File: config.mk
export PLATFORM = sky130hd
export DESIGN_NAME = uart_out_arbiter
export DESIGN_NICKNAME = d
export VERILOG_FILES = /design/src/rtl/uart_out_arbiter_pkg.sv /design/src/rtl/uart_out_arbiter_rr_pick.sv /design/src/rtl/uart_out_arbiter.sv
export SDC_FILE = /design/constraint.sdc
export NUM_CORES = 1
export LEC_CHECK = 0
export ABC_AREA = 1
export CAP_MARGIN = 10
export CELL_PAD_IN_SITES_DETAIL_PLACEMENT = 1
export CELL_PAD_IN_SITES_GLOBAL_PLACEMENT = 1
export CORE_MARGIN = 4
export CORE_UTILIZATION = 28
export CTS_CLUSTER_DIAMETER = 40
export DETAILED_ROUTE_END_ITERATION = 10
export PLACE_DENSITY = 0.92
export REMOVE_ABC_BUFFERS = 1
export SYNTH_ARGS = -nofsm -noshare
export SYNTH_HDL_FRONTEND = slang
export SYNTH_SLANG_ARGS = --single-unit
File: constraint.sdc
create_clock -name clk -period 1.7 [get_ports clk]
set_input_delay 0.17 -clock clk [delete_from_list [all_inputs] [get_ports clk]]
set_output_delay 0.17 -clock clk [all_outputs]
set_load 0.05 [all_outputs]
File: src/rtl/uart_out_arbiter_pkg.sv
// Shared constants for the outbound UART message path and its arbiter.
//  UART_MSG_WIDTH : packet width in bits written into msg_disasm_fifo
//  UART_MSG_SIZE  : packet width in bytes
//  arb_state_e    : arbiter FSM encodings (IDLE decides, ISSUE strobes)
package uart_out_arbiter_pkg;

    localparam int unsigned UART_MSG_WIDTH = 32;
    localparam int unsigned UART_MSG_SIZE  = UART_MSG_WIDTH / 8;

    typedef enum logic {
        ARB_STATE_IDLE  = 1'b0,
        ARB_STATE_ISSUE = 1'b1
    } arb_state_e;

endpackage

File: src/rtl/uart_out_arbiter_rr_pick.sv
// Combinational round-robin picker.
//  eligible : per-requester candidate bits
//  last     : index of the most recent grant; search starts at last+1 and wraps
//  any_c    : at least one candidate present
//  idx_c    : first eligible index after last (0 when none)
module uart_out_arbiter_rr_pick #(
    parameter  int unsigned NUM_REQ = 2,
    localparam int unsigned IDX_W   = $clog2(NUM_REQ)
) (
    input  logic [NUM_REQ-1:0] eligible,
    input  logic [IDX_W-1:0]   last,
    output logic               any_c,
    output logic [IDX_W-1:0]   idx_c
);

    logic [IDX_W-1:0] cand;

    // Walk the rotation backwards so the last hit is the earliest candidate.
    always_comb begin
        any_c = |eligible;
        idx_c = '0;
        cand  = '0;
        for (int k = int'(NUM_REQ); k >= 1; k--) begin
            cand = IDX_W'((int'(last) + k) % int'(NUM_REQ));
            if (eligible[cand]) begin
                idx_c = cand;
            end
        end
    end

endmodule

File: src/rtl/uart_out_arbiter.sv
// Round-robin arbiter sharing the msg_disasm FIFO write port between NUM_REQ
// message producers; one whole packet per grant, at most one write per 2 cycles.
//  clk, n_reset : system clock, asynchronous active-low reset
//  req_valid    : per-requester packet pending
//  req_msg      : packets, requester i at [i*MSG_WIDTH +: MSG_WIDTH]
//  req_ack      : one-cycle pulse, packet i taken
//  out_full     : downstream FIFO full (sampled only when deciding)
//  out_msg      : packet to FIFO data_in
//  out_wr_en    : one-cycle FIFO write strobe
//  busy         : high during the issue cycle
//  last_gnt     : index of the most recent rotating grant
module uart_out_arbiter
    import uart_out_arbiter_pkg::*;
#(
    parameter  int unsigned NUM_REQ     = 2,
    parameter  int unsigned MSG_WIDTH   = UART_MSG_WIDTH,
    parameter  bit          PRIO0_FIXED = 1'b0,
    localparam int unsigned IDX_W       = $clog2(NUM_REQ)
) (
    input  logic                         clk,
    input  logic                         n_reset,
    input  logic [NUM_REQ-1:0]           req_valid,
    input  logic [NUM_REQ*MSG_WIDTH-1:0] req_msg,
    output logic [NUM_REQ-1:0]           req_ack,
    input  logic                         out_full,
    output logic [MSG_WIDTH-1:0]         out_msg,
    output logic                         out_wr_en,
    output logic                         busy,
    output logic [IDX_W-1:0]             last_gnt
);

    arb_state_e           state_q, state_d;
    logic [NUM_REQ-1:0]   mask_q, mask_d;
    logic [NUM_REQ-1:0]   eligible_c, win_onehot_c;
    logic [IDX_W-1:0]     rr_idx_c, win_c, last_d;
    logic                 rr_any_c;
    logic [NUM_REQ-1:0]   req_ack_d;
    logic [MSG_WIDTH-1:0] out_msg_d;
    logic                 out_wr_en_d, busy_d;
    logic [MSG_WIDTH-1:0] msg_arr [NUM_REQ];

    // Unpacked view so only the winner's slice reaches out_msg.
    for (genvar g = 0; g < NUM_REQ; g++) begin : g_msg
        assign msg_arr[g] = req_msg[g*MSG_WIDTH +: MSG_WIDTH];
    end

    // The just-granted requester is masked for one cycle: its valid is still high.
    assign eligible_c   = req_valid & ~mask_q;
    assign win_c        = (PRIO0_FIXED && eligible_c[0]) ? '0 : rr_idx_c;
    assign win_onehot_c = {{(NUM_REQ-1){1'b0}}, 1'b1} << win_c;

    uart_out_arbiter_rr_pick #(
        .NUM_REQ (NUM_REQ)
    ) u_rr_pick (
        .eligible (eligible_c),
        .last     (last_gnt),
        .any_c    (rr_any_c),
        .idx_c    (rr_idx_c)
    );

    // Next-state and next-output logic.
    always_comb begin
        state_d     = state_q;
        mask_d      = mask_q;
        last_d      = last_gnt;
        out_msg_d   = out_msg;
        req_ack_d   = '0;
        out_wr_en_d = 1'b0;
        busy_d      = 1'b0;
        case (state_q)
            ARB_STATE_IDLE: begin
                mask_d = '0;
                if (!out_full && rr_any_c) begin
                    state_d     = ARB_STATE_ISSUE;
                    out_msg_d   = msg_arr[win_c];
                    mask_d      = win_onehot_c;
                    req_ack_d   = win_onehot_c;
                    out_wr_en_d = 1'b1;
                    busy_d      = 1'b1;
                    // A fixed-priority win for req 0 leaves the others' rotation intact.
                    if (!(PRIO0_FIXED && (win_c == '0))) begin
                        last_d = win_c;
                    end
                end
            end
            ARB_STATE_ISSUE: begin
                state_d = ARB_STATE_IDLE;
            end
            default: begin
                state_d = ARB_STATE_IDLE;
            end
        endcase
    end

    // State and registered outputs.
    always_ff @(posedge clk or negedge n_reset) begin
        if (!n_reset) begin
            state_q   <= ARB_STATE_IDLE;
            mask_q    <= '0;
            last_gnt  <= IDX_W'(NUM_REQ - 1);
            out_msg   <= '0;
            out_wr_en <= 1'b0;
            req_ack   <= '0;
            busy      <= 1'b0;
        end else begin
            state_q   <= state_d;
            mask_q    <= mask_d;
            last_gnt  <= last_d;
            out_msg   <= out_msg_d;
            out_wr_en <= out_wr_en_d;
            req_ack   <= req_ack_d;
            busy      <= busy_d;
        end
    end

endmodule

==> results of run 1 <==
where the power goes:
part | switching (W) | leakage [nW] | internal (W)
sequential | 0.000140 | 0.477 | 0.00114
clock | 0.000292 | 0.0383 | 0.000282
combinational | 0.00131 | 1.09 | 0.000698
total | 0.00175 | 1.60 | 0.00212
cell type report:
class	instances	area [µm²]
clock buffers	7	76.3
fillers	852	3630
inverters	6	22.5
multi-input cells	208	846
flip-flops and latches	38	952
well taps	80	100
repair buffers	116	1130
worst max-delay path by stage:
stage / to / cells after the start
5_1_grt: out_msg[0] / 1
3_3_place_gp: mask_q[0] / 6
6_report: out_msg[6] / 1
3_5_place_dp: out_msg[20] / 9
4_1_cts: out_msg[6] / 1
2_1_floorplan: mask_q[1] / 5
cells by family (layout without fill, tap and decap cells):
logic type | Yosys count | count (layout) | synth area share [%]
DFF | 38 | 38 | 49.3
AOI/OAI and AO/OA | 1 | 1 | 0.259
and+or+nand+nor | 207 | 207 | 43.5
buffers and inverters | 22 | 129 | 6.93
registers in the layout, indices dropped and copies added (netlist names):
name / flops
busy: 1
req_ack: 2
mask_q: 2
out_msg: 32
last_gnt: 1
stage by stage:
step	power [W]	std cells	cell area, µm²	setup TNS, ps
after global routing	0.00410	455	3120	0
after detailed placement	0.00333	447	3040	0
after global placement	0.00327	447	3040	0
after floorplan	0.00248	252	1820	-8400
final	0.00386	455	3120	0
after CTS	0.00393	455	3120	0
per-layer routing:
layer	up-vias	track usage, %	wire length [µm]
li1	1033	-	-
met1	974	18.8	2690
met2	66	29.9	3280
met3	9	3.56	353
met4	0	4.52	90
met5	-	0	0
cells in the mapped netlist:
cell type  number  area share (%)
buf_6           3             1.7
nor2_4          1            0.58
buf_2           8             2.1
nand3_1        32             8.3
nand2_1       168              33
inv_1           3            0.58
nand2_2         1            0.32
nand3_2         1            0.52
clkinv_1        1            0.19
buf_4           5             1.9
inv_2           2            0.39
o21ai_1         1            0.26
dfrtp_1        37              48
dfstp_2         1             1.4
nor2_1          3            0.58
nand2_4         1            0.58
==> flow_summary_export.csv, run 1 <==
group,metric,value,unit
pwr,power_density,1240,nW/µm²
yosys,ys_warn_count,0,
die,die_w,91.1,µm
die,floorplan.io_pins,106,
die,start_util,28.6,%
drt,drc,0,
worst_setup_path,crit_path_end_kind,"output port",
die,dieArea,8290,µm²
worst_setup_path,worstReg2RegEnd,"mask_q[1]",
drt,drt-total-wl,6420,µm
layout,diodes,0,
sta,fin_ws,52.6,ps
yosys,syn-instance-count,268,
sta,hold-worst-slack,371,ps
sta,timing.slew.headroom,63.8,%
yosys,synth-seq-cells,38,
die,core-area,6760,µm²
sta,fmax,607,MHz
sta,finalWorstPathRequiredPeriod,1650,ps
clocking,postCtsResizedCells,0,
layout,synthToLayoutAreaGrowth,61.7,%
worst_setup_path,critPathLaunchType,"flip-flop",
clocking,post_cts_buffers,0,
worst_setup_path,startpoint,"out_msg[6]",
clocking,cts.sinks,38,
worst_setup_path,crit_buf_inv,1,
worst_setup_path,critPathRequiredTime,1530,ps
die,die_h,91.1,µm
worst_setup_path,worstPathCellList,"clkdlybuf4s50_1",
worst_setup_path,worstPathArrival,1480,ps
clocking,cts_root_buffer,"clkbuf_8",
sta,rsz0062_at_grt,"no",
die,rows,30,
worst_setup_path,critPathSlowestCell,"clkdlybuf4s50_1",
grt,grt_start_max_net_pins,36,
layout,final_cell_mix,"nand2_1, clkdlybuf4s50_1, dfrtp_1, nand3_1, buf_4",
clocking,hold_buffers,1,
worst_setup_path,reg2reg_from,"last_gnt",
drt,ant_nets,0,
sta,worst_pin_slew,541,ps
worst_setup_path,cp_max_fo,2,
worst_setup_path,reg2regPathDepth,6,
layout,drive_above_1_share,8.00,%
yosys,seq_area_frac_synth,49.3,%
placement,port_buffers,105,
drt,vias,2082,
worst_setup_path,max_stage_delay,840,ps
drt,routedWlPerCell,14.1,µm
layout,nets,444,
placement,hpwl,4910,µm
worst_setup_path,critical_path.top_delay_family,"buffers and inverters",
drt,drt-pass1-iter-count,4,
layout,layout_commonest_cell,"nand2_1",
flow_run,max-cap-violations,0,
clocking,path_clk_slew,70,ps
clocking,clk_path_buf_depth,2,
sta,fin_crit_sh,96.9,%
yosys,synth_cell_type_count,16,
sta,finalHoldViolCount,0,
sta,setup_viol,0,
layout,final_util,46.2,%
yosys,netlist_area,1930,µm²
yosys,synth_area_per_cell,7.21,µm²
pwr,peakVddDrop,429,µV
sta,fin_worst_skew,4.51,ps
drt,drt_iter0_drc,45,
clocking,cts_tree,"built",
grt,grt_pass1_wl,11000,µm
clocking,numCtsBuffers,5,
worst_setup_path,criticalPathCategory,"flip-flop to output port",
placement,gp_congestion,0.764,
clocking,htreeDepth,2,
outcome,status,"complete, no violations",
grt,overflow,0,
clocking,clock_latency,280,ps
placement,dp_slack,198,ps
grt,grt_pass1_vias,2253,
drt,routed_via_density,4.58,
sta,maxSlewViolCount,0,
grt,antenna_found_initial,0,
grt,grt_usage,16.2,%
hold_path,hold_path_class,"primary input to asynchronous set/reset pin",
worst_setup_path,r2r_setup_slack,400,ps
pwr,p_leak,1.60,nW
Power figures use the tool's default switching activity.
==> run 2: changes to the inputs <==
--- a/config.mk
+++ b/config.mk
@@ -15,6 +15,7 @@
 export DETAILED_ROUTE_END_ITERATION = 10
 export PLACE_DENSITY = 0.92
 export REMOVE_ABC_BUFFERS = 1
+export SLEW_MARGIN = 20
 export SYNTH_ARGS = -nofsm -noshare
 export SYNTH_HDL_FRONTEND = slang
 export SYNTH_SLANG_ARGS = --single-unit
==> results of run 2 <==
The final DEF is identical to that of run 1; final timing and power are the same.
